File: src/rtl/uart_pkg.sv
`default_nettype none
// ============================================================================
// Module      : uart_pkg
// Description : Shared types and UART framing constants for the TX arbiter.
// Revision    : 1.0 - initial release
// ============================================================================
package uart_pkg;

    // Arbiter FSM: idle/arbitrating, issuing the start pulse, waiting for done
    typedef enum logic [1:0] {
        ST_IDLE  = 2'd0,
        ST_START = 2'd1,
        ST_WAIT  = 2'd2
    } uart_arb_state_t;

    localparam int UART_CLOCKS_PER_BAUD = 33;
    localparam int UART_FRAME_BITS      = 10;
    // Watchdog default: four full frames of slack before giving up on done
    localparam int UART_TX_TIMEOUT      = 4 * UART_FRAME_BITS * UART_CLOCKS_PER_BAUD;

endpackage : uart_pkg
`default_nettype wire

File: src/rtl/uart_tx_arbiter_if.sv
`default_nettype none
// ============================================================================
// Module      : uart_tx_arbiter_if
// Description : Requester and UART-side signal bundle of the TX arbiter.
//               master = requesters + UART, slave = arbiter.
// Revision    : 1.0 - initial release
// ============================================================================
interface uart_tx_arbiter_if #(
    parameter int NUM_REQ = 4
);
    localparam int c_IDX_W = $clog2(NUM_REQ);

    logic [NUM_REQ-1:0]   req_valid_in;
    logic [8*NUM_REQ-1:0] req_data_in;
    logic [NUM_REQ-1:0]   req_ready_out;
    logic [7:0]           tx_data_out;
    logic                 tx_start_out;
    logic                 tx_done_in;
    logic                 busy_out;
    logic [c_IDX_W-1:0]   grant_id_out;
    logic                 timeout_out;

    modport master (
        output req_valid_in, req_data_in, tx_done_in,
        input  req_ready_out, tx_data_out, tx_start_out, busy_out,
               grant_id_out, timeout_out
    );

    modport slave (
        input  req_valid_in, req_data_in, tx_done_in,
        output req_ready_out, tx_data_out, tx_start_out, busy_out,
               grant_id_out, timeout_out
    );

endinterface : uart_tx_arbiter_if
`default_nettype wire

File: src/rtl/uart_tx_arbiter_rr_picker.sv
`default_nettype none
// ============================================================================
// Module      : rr_picker
// Description : Combinational round-robin selector. Searches upward with wrap
//               starting one past the previous grantee.
// Revision    : 1.0 - initial release
// ============================================================================
module rr_picker #(
    parameter int NUM_REQ = 4,
    parameter int IDX_W   = $clog2(NUM_REQ)
) (
    input  wire logic [NUM_REQ-1:0] i_valid,
    input  wire logic [IDX_W-1:0]   i_last_grant,
    output logic      [NUM_REQ-1:0] o_grant_onehot,
    output logic      [IDX_W-1:0]   o_grant_idx,
    output logic                    o_any
);
    localparam logic [IDX_W:0] c_SHIFT_ONE = {{IDX_W{1'b0}}, 1'b1};

    // Rotation amount is last_grant+1, one bit wider so NUM_REQ itself fits
    logic [IDX_W:0]     w_shift;
    logic [2*NUM_REQ-1:0] w_rot_dbl;
    logic [NUM_REQ-1:0] w_rot;
    logic [NUM_REQ-1:0] w_low;
    logic [2*NUM_REQ-1:0] w_back_dbl;

    assign w_shift    = {1'b0, i_last_grant} + c_SHIFT_ONE;
    // Rotate so the first candidate sits at bit 0; works for any NUM_REQ
    assign w_rot_dbl  = {i_valid, i_valid} >> w_shift;
    assign w_rot      = w_rot_dbl[NUM_REQ-1:0];
    // Lowest set bit of the rotated vector is the winner
    assign w_low      = w_rot & (-w_rot);
    // Undo the rotation to get the winner in requester numbering
    assign w_back_dbl = {w_low, w_low} << w_shift;

    assign o_grant_onehot = w_back_dbl[2*NUM_REQ-1:NUM_REQ];
    assign o_any          = |i_valid;

    // Binary-encode the one-hot winner
    always_comb begin
        o_grant_idx = '0;
        for (int i = 0; i < NUM_REQ; i++) begin
            if (o_grant_onehot[i]) begin
                o_grant_idx = IDX_W'(i);
            end
        end
    end

endmodule : rr_picker
`default_nettype wire

File: src/rtl/uart_tx_arbiter.sv
`default_nettype none
// ============================================================================
// Module      : uart_tx_arbiter
// Description : Round-robin, per-byte arbiter sharing one uart_tx between
//               NUM_REQ producers, with a done watchdog.
// Revision    : 1.0 - initial release
// ============================================================================
module uart_tx_arbiter
    import uart_pkg::*;
#(
    parameter int NUM_REQ        = 4,
    parameter int TIMEOUT_CYCLES = UART_TX_TIMEOUT
) (
    input wire logic         clk_in,
    input wire logic         rst_n_in,
    uart_tx_arbiter_if.slave bus
);
    localparam int c_IDX_W = $clog2(NUM_REQ);
    localparam int c_CNT_W = $clog2(TIMEOUT_CYCLES);
    localparam logic [c_CNT_W-1:0] c_CNT_LAST = c_CNT_W'(TIMEOUT_CYCLES - 1);
    localparam logic [c_CNT_W-1:0] c_CNT_MAX  = '1;
    localparam logic [c_CNT_W-1:0] c_CNT_ONE  = {{(c_CNT_W-1){1'b0}}, 1'b1};
    localparam logic [c_IDX_W-1:0] c_LAST_RST = c_IDX_W'(NUM_REQ - 1);

    uart_arb_state_t     r_state;
    logic [c_IDX_W-1:0]  r_last_grant;
    logic [c_IDX_W-1:0]  r_grant_id;
    logic [7:0]          r_tx_data;
    logic                r_tx_start;
    logic                r_busy;
    logic [c_CNT_W-1:0]  r_wdog;

    logic [NUM_REQ-1:0]  w_pick_onehot;
    logic [c_IDX_W-1:0]  w_pick_idx;
    logic                w_pick_any;
    logic [7:0]          w_pick_data;
    logic                w_grant;
    logic                w_timeout;

    rr_picker #(
        .NUM_REQ (NUM_REQ),
        .IDX_W   (c_IDX_W)
    ) u_picker (
        .i_valid        (bus.req_valid_in),
        .i_last_grant   (r_last_grant),
        .o_grant_onehot (w_pick_onehot),
        .o_grant_idx    (w_pick_idx),
        .o_any          (w_pick_any)
    );

    // Select the winner's byte from the flat data bus
    always_comb begin
        w_pick_data = '0;
        for (int i = 0; i < NUM_REQ; i++) begin
            if (w_pick_onehot[i]) begin
                w_pick_data = bus.req_data_in[8*i +: 8];
            end
        end
    end

    // Ready only while idle and out of reset so a reset cycle never eats a byte
    assign w_grant   = (r_state == ST_IDLE) && w_pick_any && rst_n_in;
    // A done arriving on the last watchdog cycle takes priority over timeout
    assign w_timeout = (r_state == ST_WAIT) && !bus.tx_done_in &&
                       (r_wdog == c_CNT_LAST) && rst_n_in;

    assign bus.req_ready_out = w_grant ? w_pick_onehot : '0;
    assign bus.tx_data_out   = r_tx_data;
    assign bus.tx_start_out  = r_tx_start;
    assign bus.busy_out      = r_busy;
    assign bus.grant_id_out  = r_grant_id;
    assign bus.timeout_out   = w_timeout;

    // Arbiter FSM with watchdog, captured byte and registered status outputs
    always_ff @(posedge clk_in) begin
        if (!rst_n_in) begin
            r_state      <= ST_IDLE;
            r_last_grant <= c_LAST_RST;
            r_grant_id   <= '0;
            r_tx_data    <= '0;
            r_tx_start   <= 1'b0;
            r_busy       <= 1'b0;
            r_wdog       <= '0;
        end else begin
            r_tx_start <= 1'b0;
            case (r_state)
                ST_IDLE: begin
                    if (w_pick_any) begin
                        r_tx_data  <= w_pick_data;
                        r_grant_id <= w_pick_idx;
                        r_tx_start <= 1'b1;
                        r_busy     <= 1'b1;
                        r_state    <= ST_START;
                    end
                end
                ST_START: begin
                    r_wdog  <= '0;
                    r_state <= ST_WAIT;
                end
                ST_WAIT: begin
                    if (r_wdog != c_CNT_MAX) begin
                        r_wdog <= r_wdog + c_CNT_ONE;
                    end
                    // Done or watchdog expiry both release the UART; a timed
                    // out byte is dropped, not retried
                    if (bus.tx_done_in || (r_wdog == c_CNT_LAST)) begin
                        r_last_grant <= r_grant_id;
                        r_busy       <= 1'b0;
                        r_state      <= ST_IDLE;
                    end
                end
                default: begin
                    r_busy  <= 1'b0;
                    r_state <= ST_IDLE;
                end
            endcase
        end
    end

endmodule : uart_tx_arbiter
`default_nettype wire
File: src/flat_wrapper.sv
// flat-port wrapper written by rule: the top's interface ports become plain ports
module uart_tx_arbiter_flat import uart_pkg::*;
#(
    parameter int NUM_REQ        = 4,
    parameter int TIMEOUT_CYCLES = UART_TX_TIMEOUT
)
  (clk_in, rst_n_in, bus_req_valid_in, bus_req_data_in, bus_tx_done_in, bus_req_ready_out, bus_tx_data_out, bus_tx_start_out, bus_busy_out, bus_grant_id_out, bus_timeout_out);
  uart_tx_arbiter_if #(.NUM_REQ(NUM_REQ)) bus_i ();
  input wire logic clk_in;
  input wire logic rst_n_in;
  input wire logic [$bits(bus_i.req_valid_in)-1:0] bus_req_valid_in;
  input wire logic [$bits(bus_i.req_data_in)-1:0] bus_req_data_in;
  input wire logic [$bits(bus_i.tx_done_in)-1:0] bus_tx_done_in;
  output wire logic [$bits(bus_i.req_ready_out)-1:0] bus_req_ready_out;
  output wire logic [$bits(bus_i.tx_data_out)-1:0] bus_tx_data_out;
  output wire logic [$bits(bus_i.tx_start_out)-1:0] bus_tx_start_out;
  output wire logic [$bits(bus_i.busy_out)-1:0] bus_busy_out;
  output wire logic [$bits(bus_i.grant_id_out)-1:0] bus_grant_id_out;
  output wire logic [$bits(bus_i.timeout_out)-1:0] bus_timeout_out;
  assign bus_i.req_valid_in = bus_req_valid_in;
  assign bus_i.req_data_in = bus_req_data_in;
  assign bus_i.tx_done_in = bus_tx_done_in;
  assign bus_req_ready_out = bus_i.req_ready_out;
  assign bus_tx_data_out = bus_i.tx_data_out;
  assign bus_tx_start_out = bus_i.tx_start_out;
  assign bus_busy_out = bus_i.busy_out;
  assign bus_grant_id_out = bus_i.grant_id_out;
  assign bus_timeout_out = bus_i.timeout_out;
  uart_tx_arbiter #(.NUM_REQ(NUM_REQ), .TIMEOUT_CYCLES(TIMEOUT_CYCLES)) u_core (.clk_in(clk_in), .rst_n_in(rst_n_in), .bus(bus_i));
endmodule
File: config.mk
export PLATFORM = sky130hd
export DESIGN_NAME = uart_tx_arbiter_flat
export DESIGN_NICKNAME = d
export VERILOG_FILES = /design/src/rtl/uart_pkg.sv /design/src/rtl/uart_tx_arbiter_if.sv /design/src/rtl/uart_tx_arbiter_rr_picker.sv /design/src/rtl/uart_tx_arbiter.sv /design/src/flat_wrapper.sv
export SDC_FILE = /design/constraint.sdc
export NUM_CORES = 1
export LEC_CHECK = 0
export CAP_MARGIN = 20
export CELL_PAD_IN_SITES_DETAIL_PLACEMENT = 0
export CELL_PAD_IN_SITES_GLOBAL_PLACEMENT = 1
export CORE_ASPECT_RATIO = 0.9
export CORE_UTILIZATION = 45
export DETAILED_ROUTE_END_ITERATION = 12
export DONT_BUFFER_PORTS = 1
export PLACE_DENSITY = 0.78
export RECOVER_POWER = 50
export SYNTH_ARGS = -nofsm -noshare
export SYNTH_HDL_FRONTEND = slang
export SYNTH_SLANG_ARGS = --single-unit
File: constraint.sdc
create_clock -name clk_in -period 6.25 [get_ports clk_in]
set_clock_uncertainty 0.1 [all_clocks]
set_input_delay 1.875 -clock clk_in [delete_from_list [all_inputs] [get_ports clk_in]]
set_output_delay 1.875 -clock clk_in [all_outputs]
set_load 0.1 [all_outputs]
* After elaboration in Yosys (flattened, before gate mapping) *
Cells that the tools add are included.
Widths: inputs -> output; s select.

word-level totals
  input bits = 39
  output and inout port bits = 17
  bits in registers = 27

cells by class
  mux-type cells = 17
  bitwise logic cells = 2
  equality and inequality tests = 7
  shift-type cells = 2
  add/sub/neg operators = 3
  reductions and logical operators = 16

operator list
  kind                   count
  $mux 8                 4
  $pmux 11 s2            1
  $add 11x1->11 const B  1
  $eq 11x11->1 const B   1
  $mux 11                1
  $ne 11x11->1 const B   1
  $reduce_and 2->1       5
  $mux 2                 4
  $shl 8x3->8            1
  $shr 8x3->4            1
  $pmux 2 s3             1
  $logic_and 1x1->1      5
  $and 4x4->4            1
  $mux 1                 4
  $mux 4                 1
  $ne 2x2->1 const B     2
  $neg 4->4              1
  $reduce_or 4->1        1
  $add 2x1->3 const B    1
  $pmux 1 s3             1
  $reduce_and 3->1       1
  $eq 2x1->1 const B     1
  $eq 2x2->1 const B     1
  $logic_not 2->1        1
  5 further kinds        5

* Longest topological paths before layout *
Gate-level depths: netlist of run 1.

  depth in word-level cells = 9
  gate-level depth with buffers = 8
  gate-level depth less buffers = 7

* Hierarchy *
A second synthesis of run 1 with hierarchy kept.

unflattened totals
  cells, all modules = 236
  area, all modules = 1769.2 um^2

by module, submodules not included
  module           cells each  instances  area an instance (um^2)
  uart_tx_arbiter  200         1          1519.0
  rr_picker        36          1          250.2

* Worst setup path after synthesis of run 1 *
OpenSTA, ideal clock, no wires.

  path type = input port to output port
  from = input rst_n_in
  to = output bus_timeout_out
  path buffers = 1
  arrival time = 5.225 ns
  stages on the path = 2
  setup slack = -0.950 ns
  cell sequence = clkbuf_1 -> nor4b_1

on the way
  longest elaborated chain between the ends = 1

ends and longest elaborated chain
  what                RTL line               source
  start: declaration  flat_wrapper.sv:10     input wire logic rst_n_in;
  $logic_and 1x1->1   uart_tx_arbiter.sv:65  (r_wdog == c_CNT_LAST) && rst_n_in;
  end: declaration    flat_wrapper.sv:19     output wire logic [$bits(bus_i.timeout_out)-1:0] bus_timeout_out;

Every way passes these cells.

* Worst setup path after layout of run 1 *
  from = input bus_req_valid_in[3]
  to = output bus_req_ready_out[1]

on the way
  longest elaborated chain between the ends = 5
  elaborated cells on any way between the ends = 8

ends and longest elaborated chain
  what                RTL line                         source
  start: declaration  flat_wrapper.sv:11               input wire logic [$bits(bus_i.req_valid_in)-1:0] bus_req_valid_in;
  $shr 8x3->4         uart_tx_arbiter_rr_picker.sv:29  assign w_rot_dbl = {i_valid, i_valid} >> w_shift;
  $neg 4->4           uart_tx_arbiter_rr_picker.sv:32  assign w_low = w_rot & (-w_rot);
  $and 4x4->4         uart_tx_arbiter_rr_picker.sv:32
  $shl 8x3->8         uart_tx_arbiter_rr_picker.sv:34  assign w_back_dbl = {w_low, w_low} << w_shift;
  $mux 4 (*)          uart_tx_arbiter.sv:67            assign bus.req_ready_out = w_grant ? w_pick_onehot : '0;
  end: declaration    flat_wrapper.sv:14               output wire logic [$bits(bus_i.req_ready_out)-1:0] bus_req_ready_out;

Every way passes the cells marked *; elsewhere a longest branch is shown, timed or not.

==> results.yml, run 1 <==
timing:
  tightest_slew_ps: 1010
  min_period_ps: 5650
  max_slew_margin: 0.326
  rsz0062_at_grt: "false"
  fin_crit_sh: 0.904
  fmax_mhz: 177
  finalSetupTns_ps: 0
  slew_violations: 0
  setup_viol: 0
  hold_viol: 0
routing:
  via_per_inst: 6.22
  finalWirelength_um: 4200
  vias: 1555
  drt-pass1-iter-count: 4
  ant_nets: 0
  wl_per_cell_um: 16.8
  drc: 0
  drtIter0Drc: 59
pwr:
  ir_drop_v: 0.000241
  power.density_nw_per_um2: 266
  p_leak_nw: 0.621
  combPwrFrac: 0.213
  seqPwrFrac: 0.591
  switching_share: 0.445
  clock_power_share: 0.196
  p_int_mw: 0.269
  p_sw_mw: 0.216
synthesis:
  yosysMostFrequentCell: "dfxtp_1"
  synth_common_cells: "27 x dfxtp_1, 21 x nor2_1, 13 x nand2_1"
  seq_area_frac_synth: 0.313
  synth-main-ff-cell: "dfxtp_1"
  yosysUniqueCellTypes: 57
  synth_top_area_share: 0.313
  yosys.area.top_type: "dfxtp_1"
  syn_area_per_cell_um2: 8.22
  synth_area_leaders: "dfxtp_1 31%, nor2_1 4.6%, a221oi_1 4.1%"
  async_flop_share: 0
  syn-instance-count: 210
  ys_ff_latch: 27
  synth_fp_nets: 251
  ys_warn_count: 0
  synth_edf_count: 0
  mappedNetlistArea_um2: 1730
flow_run:
  cap_viol_max_count: 0
clock_tree:
  clk_latency_ps: 270
  cts_hold_buf: 0
  numCtsBuffers: 3
  htree_levels: 1
  cts_tree: "done"
  cts_setup_buffers: 0
  clk_path_buf_depth: 2
  clkTransAtPathRegs_ps: 80
  cts_resized: 0
  numClockSinks: 27
  root_buffer: "clkbuf_8"
critical_path:
  rr_worst_depth: 7
  max_stage_delay_ps: 500
  critPathRequiredTime_ps: 4280
  end_kind: "primary output"
  crit_chain: "or3b_4 > a2111oi_4 > nor2_1 > nor2_4 > a21oi_1 > nor2_2 > buf_4"
  cpMaxStageDelayCell: "a2111oi_4"
  worstPathArrival_ps: 3680
  crit_fanout: 10
  critPathKind: "primary input to primary output"
  setup.worst_path.start_class: "primary input"
placement:
  gp_congestion: 0.880
  placed_area_um2: 1780
  port_buffers: 0
  dp_hpwl_um: 3270
min_path:
  whs_path_depth: 2
  hp-class: "flip-flop to flip-flop"
finish:
  area_growth_pct: 5.58
  drive_above_1_share: 0.126
  design_area_um2: 1820
  nets: 248
  diodes: 0
die:
  core_area_um2: 3530
  die_h_um: 60.8
  std_cell_rows: 20
  dieArea_um2: 4090
  start_util: 0.489
  ios: 56
  die_x_um: 67.3
outcome:
  status: "completed"
global_routing:
  overflow: 0
  antenna_found_initial: 0
  grt_max_degree: 20
  grtUsageTotal: 0.208
  first_global_vias: 1370
  grt_pass1_wl_um: 6320
## flip-flops by register name, summed over array words and instances (netlist names)
signal / cells
u_core.r_last_grant: 2
u_core.r_state: 2
u_core.bus.grant_id_out: 2
u_core.bus.busy_out: 1
u_core.r_wdog: 11
u_core.bus.tx_data_out: 8
u_core.bus.tx_start_out: 1
## layer usage
layer | part of all wire | track usage | up-vias
met2 | 0.46 | 0.336 | 48
met1 | 0.48 | 0.283 | 729
met5 | 0 | 0 | -
li1 | - | - | 776
met3 | 0.062 | 0.0639 | 2
met4 | 0.0029 | 0.0182 | 0
## cells by family after synthesis
group,synth area share
compound gates,0.286
fa+ha+maj,0.0145
xor+xnor,0.0406
simple gates,0.275
mux,0.0196
buf+inv,0.0514
flops,0.313
## area by class of cell
type	instances	area (um2)
Fill cell	345	1710
Multi-Input combinational cell	164	1120
Sequential cell	27	541
Tap cell	44	55.1
Clock buffer	3	41.3
Timing Repair Buffer	5	37.5
Inverter	6	22.5
Clock inverter	1	5.00
## path summary, 6_finish.rpt
check	startpoint	to	slack, ps
max	bus_req_valid_in[3]	bus_req_ready_out[1]	600
min	u_core.r_wdog[10]	u_core.r_wdog[10]	400
max reg2reg	u_core.r_last_grant[1]	u_core.bus.tx_data_out[4]	3810
min reg2reg	u_core.r_wdog[10]	u_core.r_wdog[10]	400
## metrics by stage
| step | hold WS (ps) | power (mW) | cells | utilization | worst slack, ps |
|---|---|---|---|---|---|
| after floorplan | 329 | 0.376 | 210 | - | 238 |
| after global placement | 356 | 0.392 | 246 | 0.504 | 656 |
| after detailed placement | 375 | 0.393 | 246 | 0.504 | 623 |
| after CTS | 400 | 0.488 | 250 | 0.517 | 626 |
| after global routing | 437 | 0.508 | 250 | 0.517 | 460 |
| final | 397 | 0.485 | 250 | 0.517 | 597 |
## power groups by stage
stage / clock network, mW / registers (mW) / logic (mW)
6_report: 0.0950 / 0.287 / 0.103
5_1_grt: 0.106 / 0.289 / 0.113
4_1_cts: 0.0984 / 0.287 / 0.103
3_5_place_dp: 0 / 0.291 / 0.102
3_3_place_gp: 0 / 0.291 / 0.101
2_1_floorplan: 0 / 0.285 / 0.0909
## cell usage in the layout, fill, tap and decap left out, drive strengths merged, types with 3 or more instances in the layout
master  instances
a21oi           7
a221oi          8
a22o            6
a22oi           7
a31oi           8
and2            3
and3            3
buf             5
clkbuf          3
dfxtp          27
inv             6
nand2          13
nand2b          6
nand3          12
nor2           22
nor2b           6
nor3            5
o211ai          3
o21ai          13
or2             3
xnor2           6
## critical path, delay by kind of cell
| family | cells | cell delay (ps) |
|---|---|---|
| AOI/OAI and AO/OA | 2 | 600 |
| and+or+nand+nor | 4 | 910 |
| buffers and inverters | 1 | 300 |
Note: power is estimated with default switching activity, not from simulation.
==> run 2, diff against run 1 <==
--- a/config.mk
+++ b/config.mk
@@ -9,11 +9,12 @@
 export CELL_PAD_IN_SITES_DETAIL_PLACEMENT = 0
 export CELL_PAD_IN_SITES_GLOBAL_PLACEMENT = 1
 export CORE_ASPECT_RATIO = 0.9
-export CORE_UTILIZATION = 45
+export CORE_UTILIZATION = 48
 export DETAILED_ROUTE_END_ITERATION = 12
 export DONT_BUFFER_PORTS = 1
-export PLACE_DENSITY = 0.78
+export PLACE_DENSITY = 0.83
 export RECOVER_POWER = 50
+export SLEW_MARGIN = 10
 export SYNTH_ARGS = -nofsm -noshare
 export SYNTH_HDL_FRONTEND = slang
 export SYNTH_SLANG_ARGS = --single-unit
==> results.yml, run 2 (same netlist as run 1, synthesis figures left out) <==
clock_tree:
  cts_resized: 0
  cts_tree: "done"
  numCtsBuffers: 3
  numClockSinks: 27
  htree_levels: 1
  cts_setup_buffers: 0
  clkTransAtPathRegs_ps: 80
  cts_hold_buf: 0
  root_buffer: "clkbuf_8"
  clk_path_buf_depth: 2
  clk_latency_ps: 260
timing:
  rsz0062_at_grt: "false"
  fin_crit_sh: 0.900
  tightest_slew_ps: 1010
  slew_violations: 0
  hold_viol: 0
  max_slew_margin: 0.325
  setup_viol: 0
  finalSetupTns_ps: 0
  min_period_ps: 5630
  fmax_mhz: 178
min_path:
  whs_path_depth: 2
  hp-class: "flip-flop to flip-flop"
finish:
  final_common_cell: "dfxtp_1"
  fillers: 342
  fin_util: 0.536
  nets: 248
  largest_reg_flops: 11
  diodes: 0
  area_growth_pct: 5.58
  layout_common_cells: "27 x dfxtp_1, 19 x nor2_1, 13 x nand2_1"
  drive_above_1_share: 0.126
  layout.cells.non_filler: 250
  top_register: "u_core.r_wdog"
routing:
  wl_per_cell_um: 16.7
  drtIter0Drc: 139
  via_per_inst: 6.28
  drt-pass1-iter-count: 4
  drc: 0
  ant_nets: 0
  finalWirelength_um: 4180
  vias: 1571
global_routing:
  busiest_layer: "met2"
  first_global_vias: 1413
  grt_max_degree: 20
  met3_usage: 0.0891
  met2_usage: 0.348
  overflow: 0
  grtUsageTotal: 0.225
  grt_pass1_wl_um: 6580
  met1_usage: 0.299
  antenna_found_initial: 0
critical_path:
  crit_fanout: 10
  crit_family: "simple AND/OR/NAND/NOR gates"
  critPathKind: "primary input to primary output"
  path_buf_inv: 1
  end_kind: "primary output"
  setup.worst_path.start_class: "primary input"
  worstPathArrival_ps: 3650
  crit_chain: "or3b_4 > a2111oi_4 > nor2_1 > nor2_4 > a21oi_1 > nor2_2 > buf_4"
  cpMaxStageDelayCell: "a2111oi_4"
  cp.depth: 7
  rr_worst_depth: 6
  critPathRequiredTime_ps: 4280
  max_stage_delay_ps: 490
die:
  die_x_um: 65.2
  start_util: 0.507
  ios: 56
  dieArea_um2: 3840
  die_h_um: 58.9
  core_area_um2: 3400
  std_cell_rows: 20
flow_run:
  cap_viol_max_count: 0
pwr:
  p_leak_nw: 0.621
  ir_drop_v: 0.000185
  power.density_nw_per_um2: 266
placement:
  dp_hpwl_um: 3280
  gp_congestion: 0.815
  port_buffers: 0
  placedCellCount: 246
outcome:
  status: "completed"
run 2: cell counts in the layout (fill, tap and decap cells not counted):
No cell type changed its count.
run 2: routing by layer:
metal	part of all wire	routed length, um
met3	0.11	460
met4	0.0077	32
met1	0.43	1800
met2	0.45	1880
met5	0	0
run 2: worst paths after layout:
kind / from / endpoint / slack, ps
setup / recovery: bus_req_valid_in[1] / bus_req_ready_out[1] / 620
hold / removal: u_core.r_wdog[10] / u_core.r_wdog[10] / 390
setup reg to reg: u_core.r_last_grant[1] / u_core.bus.tx_data_out[2] / 3910
hold reg to reg: u_core.r_wdog[10] / u_core.r_wdog[10] / 390
run 2: metrics by stage:
| stage | hold slack, ps | area (um2) | worst slack (ps) | total power, mW |
|---|---|---|---|---|
| after floorplan | 329 | 1740 | 238 | 0.376 |
| after global placement | 354 | 1780 | 669 | 0.391 |
| after detailed placement | 355 | 1780 | 632 | 0.394 |
| after CTS | 389 | 1820 | 633 | 0.489 |
| after global routing | 407 | 1820 | 390 | 0.510 |
| final | 390 | 1820 | 622 | 0.484 |
run 2: report_power, final:
group	internal, mW	switching, mW
clock	0.0446	0.0498
sequential	0.186	0.101
combinational	0.0381	0.0650
run 2: layout make-up:
| cell class | instances | area (um2) | area share |
|---|---|---|---|
| clock buffers | 3 | 41.3 | 0.0226 |
| flip-flops and latches | 27 | 541 | 0.296 |
| well taps | 44 | 55.1 | 0.0302 |
| clock inverters | 1 | 5.00 | 0.00275 |
| inverters | 6 | 22.5 | 0.0124 |
| repair buffers | 5 | 37.5 | 0.0206 |
| multi-input cells | 164 | 1120 | 0.615 |
run 2: worst register-to-register path, delay by kind of cell (launching register included):
kind | cells | cell delay, ps
and+or+nand+nor | 2 | 710
DFF | 1 | 440
AOI/OAI and AO/OA | 4 | 1010
==> patch, RTL diff (settings of run 1) <==
The package constant `UART_FRAME_BITS` goes from 10 to 20.
--- a/src/rtl/uart_pkg.sv
+++ b/src/rtl/uart_pkg.sv
@@ -14,7 +14,7 @@
     } uart_arb_state_t;
 
     localparam int UART_CLOCKS_PER_BAUD = 33;
-    localparam int UART_FRAME_BITS      = 10;
+    localparam int UART_FRAME_BITS      = 20;
     // Watchdog default: four full frames of slack before giving up on done
     localparam int UART_TX_TIMEOUT      = 4 * UART_FRAME_BITS * UART_CLOCKS_PER_BAUD;
 
Formal check against the unedited RTL: no difference found for any inputs over 10 cycles, from zero or initial values and one cycle with rst_n_in low; that may be too few to reach the edited logic, so the function may still have changed.
==> patch against run 1 <==
- wire length grew 25%
- design area grew 17%
- sequential share of layout area shrank 3.3 points
- total power grew 6.5%
- clock power grew 19%
- sequential cell count grew 1
- maximum frequency grew 2.5%
- sequential power grew 2%
- critical path depth shrank 1
- synthesized cell count grew 20%
- worst setup slack gained 0.14 ns
- final cell count grew 24%
- synthesized area grew 21%
- global-route usage grew 0.63 points
- largest power group unchanged
==> patch: results (changes against run 1) <==
Post-Syn Area per Cell 8.289 µm² (+0.81%); #MultiIn Comb 200 (+22%); Crit path largest cell delay 0.81 ns (+0.31 ns); clock group share of total power 0.219 (+0.023); synth top area cells dfxtp_1 27%, a21oi_1 6.7%, o21ai_0 5.5%, nand2_1 4.5%, clkbuf_8 3.9%; vias in the first global route 1700 (+24%); register area 560.5 µm² (+3.7%); Rel. slew slack 0.3261 (about the same); nets@finish 290 (+17%); Hold Path Cell Cnt 2 (unchanged); CP max FO 19 (+9); Setup WS pre-CTS 0.7470 ns (+0.1240 ns); non-clock buffer count 8 (+3); leak pwr 0.0007268 µW (+17%); part of the cycle the worst path needs 0.8825 (-0.02203); via count 1948 (+25%); Top Family by Delay on Critical Path multiplexers; GR Util All Layers 0.2144 (+0.006337); critical path's slowest cell mux4_1; commonest cells in the netlist 28 x a21oi_1, 28 x dfxtp_1, 25 x nand2_1; r2r setup slk 3.46 ns (-0.35 ns); pin count of the biggest net entering global routing 22 (+10%); DRT iter0 DRCs 72 (+22%); worst hold endpoint u_core.r_wdog[9]$_SDFFE_PN0P_; non-filler cells, final 310 (+24%); CTS sink cnt 28 (+3.7%); Clock buffer cells 4 (+1); Wirelength per Cell 16.87 µm (+0.44%); RR Endpoint u_core.bus.tx_data_out[0]$_SDFFE_PN0P_; outcome completed; clock slew at reported path FFs 0.10 ns (+0.02 ns); buffering overhead 0.02649 (+0.005896); fin area 2126 µm² (+17%); sequential cell power 294 µW (+2%); Post-DP HPWL 3.762 mm (+15%); share of cells above drive strength 1 0.1048 (-0.02137); Hold WS 0.4148 ns (+0.01773 ns); Synth Cell Area 2097 µm² (+21%); Inverters 8 (+2); hold path startpoint u_core.r_wdog[9]$_SDFFE_PN0P_; deepest clock path buffer count 2 (unchanged); routability cong. 0.8130 (-7.6%); R2R depth 5 (-2); Power Total 516.2 µW (+6.5%)
patch: worst register-to-register path: stages, from the launching register on:
cell	delay (ns)
dfxtp_1	0.67
ha_1	0.54
inv_1	0.36
a2111oi_4	0.62
o21ai_0	0.19
a41oi_1	0.23
patch: cells by family (layout without fill, tap and decap cells):
family	Yosys count	in the layout	synth area share
and+or+nand+nor	87	87	0.2273
DFF	28	28	0.2673
xor gates and xnor gates	1	1	0.004177
adders and majority gates	2	2	0.01193
muxes	5	5	0.03222
AOI/OAI and AO/OA	105	105	0.3544
buffers and inverters	25	20	0.1026
patch: layer usage:
layer | vias to the layer above | share of wire | GRT usage | wire length (µm)
met1 | 908 | 0.52 | 0.3166 | 2704
met3 | 2 | 0.061 | 0.06354 | 317
li1 | 973 | - | - | -
met5 | - | 0 | 0 | 0
met2 | 65 | 0.42 | 0.3057 | 2189
met4 | 0 | 0.0040 | 0.03365 | 21
